===== src/rtl/ethernet_frame_buffer_if.sv =====
// ethernet_frame_buffer_if: byte-wide AXI-Stream style bundle used for the
// ingress and egress ports of ethernet_frame_buffer.
//   tdata  [7:0] payload byte
//   tvalid       byte is presented by the master
//   tready       slave accepts the byte
//   tlast        last byte of a frame
//   tuser        on the tlast beat: frame is bad
interface ethernet_frame_buffer_if;
   logic [7:0] tdata;
   logic       tvalid;
   logic       tready;
   logic       tlast;
   logic       tuser;

   modport master (output tdata, output tvalid, output tlast, output tuser, input tready);
   modport slave  (input tdata, input tvalid, input tlast, input tuser, output tready);
endinterface


===== src/rtl/ethernet_frame_buffer.sv =====
// ethernet_frame_buffer: byte FIFO between an ingress and egress frame stream.
// Default build is cut-through (every accepted byte becomes readable at once,
// tuser forwarded on the tlast beat). Defining
// ETHERNET_FRAME_BUFFER_STORE_AND_FORWARD_EN selects store-and-forward: bytes
// become readable only when a good frame completes; bad frames and frames
// larger than the buffer are dropped and counted.
// Ports:
//   clk, rstn            clock, asynchronous active-low reset
//   s_axis (slave)       ingress byte stream
//   m_axis (master)      egress byte stream
//   fifo_is_almost_full  occupancy >= ALMOST_FULL_THRESHOLD (registered)
//   occupancy            bytes written and not yet read
//   drop_count           frames discarded, saturating
module ethernet_frame_buffer #(
   parameter int unsigned DEPTH                 = 256,
   parameter int unsigned ALMOST_FULL_THRESHOLD = 224
) (
   input  logic                    clk,
   input  logic                    rstn,
   ethernet_frame_buffer_if.slave  s_axis,
   ethernet_frame_buffer_if.master m_axis,
   output logic                    fifo_is_almost_full,
   output logic [$clog2(DEPTH):0]  occupancy,
   output logic [15:0]             drop_count
);

   localparam int unsigned AW = $clog2(DEPTH);
   localparam int unsigned PW = AW + 1;
   localparam int unsigned MW = 10;

   typedef enum logic [1:0] {IDLE, FRAME, DISCARD} state_t;

   logic [MW-1:0] mem [DEPTH];

   state_t        state_q, state_nxt;
   logic [PW-1:0] wr_ptr, wr_ptr_nxt;
   logic [PW-1:0] commit_ptr, commit_nxt;
   logic [PW-1:0] rd_ptr, rd_ptr_nxt;
   logic [PW-1:0] fetch_ptr;
   logic [PW-1:0] occ_nxt;
   logic [15:0]   drop_nxt;
   logic          s_ready_q;
   logic          mem_we;
   logic          wr_hs;
   logic [MW-1:0] wdata;

   // egress pipeline: RAM read register feeding a 2-entry output queue
   logic          ram_vld;
   logic [MW-1:0] ram_q;
   logic          ob0_vld, ob1_vld;
   logic [MW-1:0] ob0, ob1;
   logic          pop;
   logic [1:0]    fill_after;
   logic          fetch_en;

   assign wr_hs = s_axis.tvalid & s_ready_q;
   assign pop   = ob0_vld & m_axis.tready;

`ifdef ETHERNET_FRAME_BUFFER_STORE_AND_FORWARD_EN
   assign wdata = {1'b0, s_axis.tlast, s_axis.tdata};
`else
   assign wdata = {s_axis.tuser & s_axis.tlast, s_axis.tlast, s_axis.tdata};
`endif

   // ingress FSM: next state, pointer and drop bookkeeping
   always_comb begin
      state_nxt  = state_q;
      wr_ptr_nxt = wr_ptr;
      commit_nxt = commit_ptr;
      drop_nxt   = drop_count;
      mem_we     = 1'b0;
      rd_ptr_nxt = rd_ptr + PW'(pop);
      unique case (state_q)
         IDLE, FRAME: begin
            if (wr_hs) begin
               mem_we     = 1'b1;
               wr_ptr_nxt = wr_ptr + PW'(1);
               state_nxt  = s_axis.tlast ? IDLE : FRAME;
            end
         end
         DISCARD: begin
            if (wr_hs && s_axis.tlast) state_nxt = IDLE;
         end
         default: state_nxt = IDLE;
      endcase
`ifdef ETHERNET_FRAME_BUFFER_STORE_AND_FORWARD_EN
      if (mem_we && s_axis.tlast) begin
         if (s_axis.tuser) begin
            wr_ptr_nxt = commit_ptr;
            drop_nxt   = (drop_count == 16'hFFFF) ? drop_count : drop_count + 16'd1;
         end else begin
            commit_nxt = wr_ptr_nxt;
         end
      end else if ((state_q == FRAME) && mem_we &&
                   ((wr_ptr_nxt - rd_ptr_nxt) == PW'(DEPTH)) &&
                   (commit_ptr == rd_ptr_nxt)) begin
         // frame filled the whole buffer with nothing else queued: it can never fit
         wr_ptr_nxt = commit_ptr;
         state_nxt  = DISCARD;
         drop_nxt   = (drop_count == 16'hFFFF) ? drop_count : drop_count + 16'd1;
      end
`else
      commit_nxt = wr_ptr_nxt;
`endif
      occ_nxt = wr_ptr_nxt - rd_ptr_nxt;
   end

   // fetch only if the fetched byte will have a slot when it arrives next cycle
   always_comb begin
      fill_after = 2'(ob0_vld) + 2'(ob1_vld) + 2'(ram_vld) - 2'(pop);
      fetch_en   = (commit_ptr != fetch_ptr) && (fill_after <= 2'd1);
   end

   always_ff @(posedge clk) begin
      if (mem_we) mem[wr_ptr[AW-1:0]] <= wdata;
   end

   always_ff @(posedge clk or negedge rstn) begin
      if (!rstn) begin
         state_q             <= IDLE;
         wr_ptr              <= '0;
         commit_ptr          <= '0;
         rd_ptr              <= '0;
         fetch_ptr           <= '0;
         drop_count          <= '0;
         occupancy           <= '0;
         fifo_is_almost_full <= 1'b0;
         s_ready_q           <= 1'b0;
         ram_vld             <= 1'b0;
         ram_q               <= '0;
         ob0_vld             <= 1'b0;
         ob0                 <= '0;
         ob1_vld             <= 1'b0;
         ob1                 <= '0;
      end else begin
         state_q             <= state_nxt;
         wr_ptr              <= wr_ptr_nxt;
         commit_ptr          <= commit_nxt;
         rd_ptr              <= rd_ptr_nxt;
         drop_count          <= drop_nxt;
         occupancy           <= occ_nxt;
         fifo_is_almost_full <= (occupancy >= PW'(ALMOST_FULL_THRESHOLD));
         s_ready_q           <= (occ_nxt < PW'(DEPTH)) || (state_nxt == DISCARD);
         ram_vld             <= fetch_en;
         if (fetch_en) begin
            ram_q     <= mem[fetch_ptr[AW-1:0]];
            fetch_ptr <= fetch_ptr + PW'(1);
         end
         // output queue: head only changes when consumed or empty
         if (pop) begin
            if (ob1_vld) begin
               ob0     <= ob1;
               ob0_vld <= 1'b1;
               ob1     <= ram_q;
               ob1_vld <= ram_vld;
            end else begin
               ob0     <= ram_q;
               ob0_vld <= ram_vld;
            end
         end else if (ram_vld) begin
            if (!ob0_vld) begin
               ob0     <= ram_q;
               ob0_vld <= 1'b1;
            end else begin
               ob1     <= ram_q;
               ob1_vld <= 1'b1;
            end
         end
      end
   end

   assign s_axis.tready = s_ready_q;
   assign m_axis.tvalid = ob0_vld;
   assign m_axis.tdata  = ob0[7:0];
   assign m_axis.tlast  = ob0[8];
   assign m_axis.tuser  = ob0[9];

endmodule


===== src/flat_wrapper.sv =====
// flat-port wrapper written by rule: the top's interface ports become plain ports
module ethernet_frame_buffer_flat 
#(
   parameter int unsigned DEPTH                 = 256,
   parameter int unsigned ALMOST_FULL_THRESHOLD = 224
)
  (clk, rstn, fifo_is_almost_full, occupancy, drop_count, s_axis_tdata, s_axis_tvalid, s_axis_tlast, s_axis_tuser, s_axis_tready, m_axis_tdata, m_axis_tvalid, m_axis_tlast, m_axis_tuser, m_axis_tready);
  ethernet_frame_buffer_if s_axis_i ();
  ethernet_frame_buffer_if m_axis_i ();
  input  logic clk;
  input  logic rstn;
  output logic fifo_is_almost_full;
  output logic [$clog2(DEPTH):0] occupancy;
  output logic [15:0] drop_count;
  input wire logic [$bits(s_axis_i.tdata)-1:0] s_axis_tdata;
  input wire logic [$bits(s_axis_i.tvalid)-1:0] s_axis_tvalid;
  input wire logic [$bits(s_axis_i.tlast)-1:0] s_axis_tlast;
  input wire logic [$bits(s_axis_i.tuser)-1:0] s_axis_tuser;
  output wire logic [$bits(s_axis_i.tready)-1:0] s_axis_tready;
  output wire logic [$bits(m_axis_i.tdata)-1:0] m_axis_tdata;
  output wire logic [$bits(m_axis_i.tvalid)-1:0] m_axis_tvalid;
  output wire logic [$bits(m_axis_i.tlast)-1:0] m_axis_tlast;
  output wire logic [$bits(m_axis_i.tuser)-1:0] m_axis_tuser;
  input wire logic [$bits(m_axis_i.tready)-1:0] m_axis_tready;
  assign s_axis_i.tdata = s_axis_tdata;
  assign s_axis_i.tvalid = s_axis_tvalid;
  assign s_axis_i.tlast = s_axis_tlast;
  assign s_axis_i.tuser = s_axis_tuser;
  assign s_axis_tready = s_axis_i.tready;
  assign m_axis_tdata = m_axis_i.tdata;
  assign m_axis_tvalid = m_axis_i.tvalid;
  assign m_axis_tlast = m_axis_i.tlast;
  assign m_axis_tuser = m_axis_i.tuser;
  assign m_axis_i.tready = m_axis_tready;
  ethernet_frame_buffer #(.DEPTH(DEPTH), .ALMOST_FULL_THRESHOLD(ALMOST_FULL_THRESHOLD)) u_core (.clk(clk), .rstn(rstn), .s_axis(s_axis_i), .m_axis(m_axis_i), .fifo_is_almost_full(fifo_is_almost_full), .occupancy(occupancy), .drop_count(drop_count));
endmodule

===== config.mk =====
export PLATFORM = sky130hd
export DESIGN_NAME = ethernet_frame_buffer_flat
export DESIGN_NICKNAME = d
export VERILOG_FILES = /design/src/rtl/ethernet_frame_buffer_if.sv /design/src/rtl/ethernet_frame_buffer.sv /design/src/flat_wrapper.sv
export SDC_FILE = /design/constraint.sdc
export NUM_CORES = 2
export LEC_CHECK = 0
export ABC_AREA = 1
export CAP_MARGIN = 15
export CORE_UTILIZATION = 55
export CTS_CLUSTER_SIZE = 20
export DETAILED_ROUTE_END_ITERATION = 8
export PLACE_DENSITY = 0.71
export SYNTH_ARGS = -nofsm -noshare
export SYNTH_HDL_FRONTEND = slang
export SYNTH_SLANG_ARGS = --single-unit

===== constraint.sdc =====
create_clock -name clk -period 6.4 [get_ports clk]
set_input_delay 1.28 -clock clk [delete_from_list [all_inputs] [get_ports clk]]
set_output_delay 1.28 -clock clk [all_outputs]
set_load 0.05 [all_outputs]

; ---- Word-level counts from Yosys, hierarchy flattened
; Memory sizes are Yosys's and may differ from the RTL's. A register that Yosys moved wholly into a read port is not among the register bits.
; Index checks and enable logic that the tools add are counted.
[op_classes]
eq_ne = 6
n_reduce_logical = 11
n_addsub = 7
n_bitwise = 3
magnitude_cmp = 3
mux = 25
[ops]
columns = operator, count
row1 = $mux W10, 8
row2 = $add A9 B1 Y9 const B, 2
row3 = $mux W9, 2
row4 = $mux W1, 12
row5 = $add A9 B1 Y9, 1
row6 = $ge A9 B8 Y1 const B, 1
row7 = $lt A9 B9 Y1 const B, 1
row8 = $ne A9 B9 Y1, 1
row9 = $sub A9 B9 Y9, 1
row10 = $eq A2 B2 Y1 const B, 2
row11 = $mux W2, 2
row12 = $pmux W2 S2, 1
row13 = $reduce_and A2 Y1, 2
row14 = $reduce_bool A2 Y1, 2
row15 = $and A1 B1 Y1, 3
row16 = $reduce_and A3 Y1, 1
row17 = $add A1 B1 Y2, 1
row18 = $add A2 B1 Y2, 1
row19 = $eq A2 B1 Y1 const B, 1
row20 = $le A2 B1 Y1 const B, 1
row21 = $logic_and A1 B1 Y1, 2
row22 = $logic_not A2 Y1, 1
row23 = $ne A2 B1 Y1 const B, 1
row24 = $ne A2 B2 Y1 const B, 1
row25 = 4 further kinds, 4
[totals]
inputBits = 14
mem_count = 1
ramBits = 2560
output_inout_bits = 38
elab_cells = 68
register_bits = 63
[memory_table]
columns = memory, depth, word_bits, rd, rd_ports_with_merged_regs, write_ports, line_no
row1 = u_core.mem, 256, 10, 1, 1, 1, ethernet_frame_buffer.sv:33  ; logic [MW-1:0] mem [DEPTH];

; ---- Logic depth before layout (Yosys ltp)
[depth]
ltp_word = 6
ltp_mapped = 21
depth_no_buf = 18

; ---- Least setup slack after synthesis
; Ideal clock, no wire load.
[synth_path]
kind = input port to flip-flop
startpoint = input port s_axis_tuser
endpoint = memory u_core.mem[0][9] (data pin)
path_stages = 2
setup_time_ps = 772
t_arrival_ps = 4049
slack_ps = 1579
n_path_buf = 0
cell_sequence = nand2_1 inv_1
[synth_between]
elab_chain_cells = 1
[synth_rtl]
columns = element, line_no
row1 = from (decl), flat_wrapper.sv:18  ; input wire logic [$bits(s_axis_i.tuser)-1:0] s_axis_tuser;
row2 = $and A1 B1 Y1, ethernet_frame_buffer.sv:62  ; assign wdata = {s_axis.tuser & s_axis.tlast, s_axis.tlast, s_axis.tdata};
row3 = named net u_core.wdata[9], ethernet_frame_buffer.sv:45  ; logic [MW-1:0] wdata;
row4 = to (decl), ethernet_frame_buffer.sv:33
; The timed path passes the listed nets, and every way through them passes these cells.

; ---- Worst setup path after layout
[layout_path]
startpoint = input port s_axis_tvalid
endpoint = memory u_core.mem[60][7], enable pin
[layout_between]
elab_chain_cells = 5
[layout_rtl]
columns = element, line_no
row1 = from (decl), flat_wrapper.sv:16  ; input wire logic [$bits(s_axis_i.tvalid)-1:0] s_axis_tvalid;
row2 = $and A1 B1 Y1, ethernet_frame_buffer.sv:56  ; assign wr_hs = s_axis.tvalid & s_ready_q;
row3 = $mux W1, ethernet_frame_buffer.sv:75  ; if (wr_hs) begin
row4 = $mux W1, ethernet_frame_buffer.sv:73  ; unique case (state_q)
row5 = $mux W1, ethernet_frame_buffer.sv:115  ; if (mem_we) mem[wr_ptr[AW-1:0]] <= wdata;
row6 = $mux W1 (implied by the code), ethernet_frame_buffer.sv:115
; No other way between the ends.

==> out/results.ini <==
[power_and_ir_drop]
ir_drop_v = 0.0004461
power.leakage_nw = 45.55
clock_power_share = 0.283
seq_power_share = 0.367
combPwrFrac = 0.350
swShare = 0.3874
power.density_mw_per_mm2 = 443.6
p_int_mw = 32.98
total_power_mw = 53.84
switchingPower_mw = 20.86

[drt]
drc_errors = 0
via_per_inst = 5.804
first_pass_iters = 6
drt_iter0_drc = 10420
wirelength_mm = 301.0
ant_nets = 0
via_count = 74360
post_drt_wl_per_cell_um = 23.49

[finish]
fin_area_mm2 = 0.1214
n_fill_cell = 15230
final_common_cell = edfxtp_1
finalNetCount = 10010
final_cell_mix = edfxtp_1 (2560), nand2_1 (2488), nor2_1 (1768)
syn2layout_area_growth_pct = 10.33
layout-drive-gt1-share = 0.05683

[cts]
numCtsBuffers = 277
htreeDepth = 5
clk_pin_slew_ps = 60
clock_latency_ps = 930
postCtsSetupBuffers = 0
cts_tree = yes
clockRootBuffer = clkbuf_16
postCtsHoldBufs = 0
cts_sinks = 2633
clockBufferDepth = 4
ctsResizeCount = 0

[logic_synthesis]
synth_seq_cells = 2633
synth_flop_cell = edfxtp_1
netlist_instances = 10080
synth_simple_gate_area_share = 0.1800
synth_xor_area_frac = 0.002616
ys_seq_area_frac = 0.7154
yosysWarnings = 0
async_flop_share = 0.02773
synth_edf_count = 2560
synthAdderAreaFrac = 0.002229
synth_area_per_cell_um2 = 10.92
synth_area_mm2 = 0.1100
synth_compound_area_frac = 0.05054
muxShareOfSynthArea = 0
synth_top_family_by_area = simple AND/OR/NAND/NOR gates
ys_types = 33

[min_path]
hp-class = flop to flop
hold_path_depth = 1
hold_path_end = u_core.state_q[0]
hold_start = u_core.state_q[1]

[placement]
portBuffers = 35
hpwlAfterDp_mm = 174.2
place_congestion = 0.9524
placed_area_mm2 = 0.1130

[timing]
rsz0062_at_grt = no
drv_slew = 0
fmax_mhz = 241.7
skew_ps = 30.39
period_needed_ps = 4137
tightest_slew_ps = 1133
setup_violations = 0
hold_viol = 0
tns_ps = 0
finalCritPeriodShare = 0.6465
max_slew_margin = 0.2430
hold-worst-slack_ps = 458.5

[grt]
grt_overflow = 0
grt_pass1_wl_mm = 443.7
antenna_found_initial = 4
track_usage = 0.2949
grt_pass1_vias = 71160
grt_max_degree = 210

[critical_path]
critPathCaptureType = flop
r2r_slack_ps = 2380
arrival_ps = 4660
timing.rr.end = u_core.ram_q[0]
r2r-start = u_core.fetch_ptr[0]
path_class = input port to flop
worst-r2r-cell-count = 18
crit_required_ps = 6920
crit_fanout = 17
cp-start-kind = input port

[die]
core_mm2 = 0.1980
initial_core_util = 0.5555
rows = 163
die_y_um = 449.2
io_pins = 52
die_area_mm2 = 0.2018
die_x_um = 449.2

[status]
status = complete, no violations

[flow_run]
cap_violations = 0

[synth_stat cells, types with 7 or more instances]
master	count	area share
ha_1	18	0.0020
nand3_1	737	0.034
xor2_1	27	0.0021
clkbuf_1	304	0.010
inv_1	731	0.025
dfrtp_1	73	0.017
o22ai_1	22	0.0013
buf_2	175	0.0080
a21oi_1	97	0.0044
nand2_1	2492	0.085
o21ai_1	61	0.0028
buf_1	76	0.0026
nor2_1	1770	0.060
inv_2	7	0.00024
clkinv_1	9	0.00031
buf_4	38	0.0026
o21ai_0	707	0.032
edfxtp_1	2560	0.70
o211ai_1	140	0.0096
[power by group through the flow]
stage | Sequential [mW] | Clock, mW | Combinational, mW
2_1_floorplan | 20.0 | 0 | 12.0
3_3_place_gp | 20.1 | 0 | 18.2
3_5_place_dp | 20.1 | 0 | 18.3
4_1_cts | 19.8 | 15.3 | 18.5
5_1_grt | 19.8 | 15.9 | 20.4
6_report | 19.8 | 15.2 | 18.8
[through the flow]
| stage | cells | setup WS (ps) | utilization |
|---|---|---|---|
| after global placement | 12340 | 1503 | 0.5704 |
| after CTS | 12810 | 2384 | 0.6128 |
| final | 12810 | 2263 | 0.6129 |
| after global routing | 12810 | 2183 | 0.6129 |
| after detailed placement | 12340 | 1416 | 0.5704 |
| after floorplan | 10090 | 1579 | - |
[worst max-delay path, cell delays in order]
cell	delay, ps
clkdlybuf4s50_1	480
nand2_1	80
inv_2	70
nand2_1	100
clkinv_1	420
nand3_2	980
buf_4	580
nor2_1	650
[sequential cells by signal, indices dropped and copies added, names as in the netlist]
name	flops
u_core.ram_vld	1
u_core.ram_q	10
u_core.mem	2560
u_core.fetch_ptr	9
u_core.s_axis.tready	1
u_core.state_q	2
u_core.m_axis.tvalid	1
u_core.occupancy	9
u_core.ob0	10
u_core.ob1	10
u_core.rd_ptr	9
u_core.wr_ptr	9
u_core.ob1_vld	1
u_core.fifo_is_almost_full	1
[cell type report]
type / count / area, um^2 / area share
Timing Repair Buffer: 205 / 2061 / 0.01698
Multi-Input combinational cell: 6117 / 26060 / 0.2147
Clock buffer: 346 / 7391 / 0.06089
Tap cell: 2640 / 3303 / 0.02721
Clock inverter: 122 / 1008 / 0.008309
Inverter: 747 / 2839 / 0.02339
Sequential cell: 2633 / 78710 / 0.6485
Antenna cell: 3 / 7.507 / 0.00006185
[cells by family (layout without fill, tap and decap cells)]
family | after synthesis | in the layout
AO/OA/AOI/OAI | 1032 | 1032
XOR/XNOR | 32 | 32
adder cells (fa/ha/maj) | 19 | 19
buffers and inverters | 1342 | 1420
flip-flops | 2633 | 2633
other | 1 | 19
AND/OR/NAND/NOR | 5018 | 5018
[layer usage]
metal	vias to the layer above	track usage	share of wire
met4	8	0.1112	0.037
met5	-	0	0.00022
met3	605	0.06288	0.12
met2	4357	0.4545	0.46
li1	33580	-	-
met1	35810	0.4138	0.39
[how the worst max path moves through the flow]
stage,start,end,slack [ps],cells past startpoint
2_1_floorplan,s_axis_tuser,u_core.mem[0][9],1580,2
3_3_place_gp,s_axis_tvalid,u_core.mem[44][4],1500,8
3_5_place_dp,s_axis_tvalid,u_core.mem[60][1],1420,8
4_1_cts,s_axis_tvalid,u_core.mem[60][8],2380,8
5_1_grt,u_core.fetch_ptr[0],u_core.ram_q[0],2180,18
6_report,s_axis_tvalid,u_core.mem[60][7],2260,8
Power figures use the tool's default switching activity.
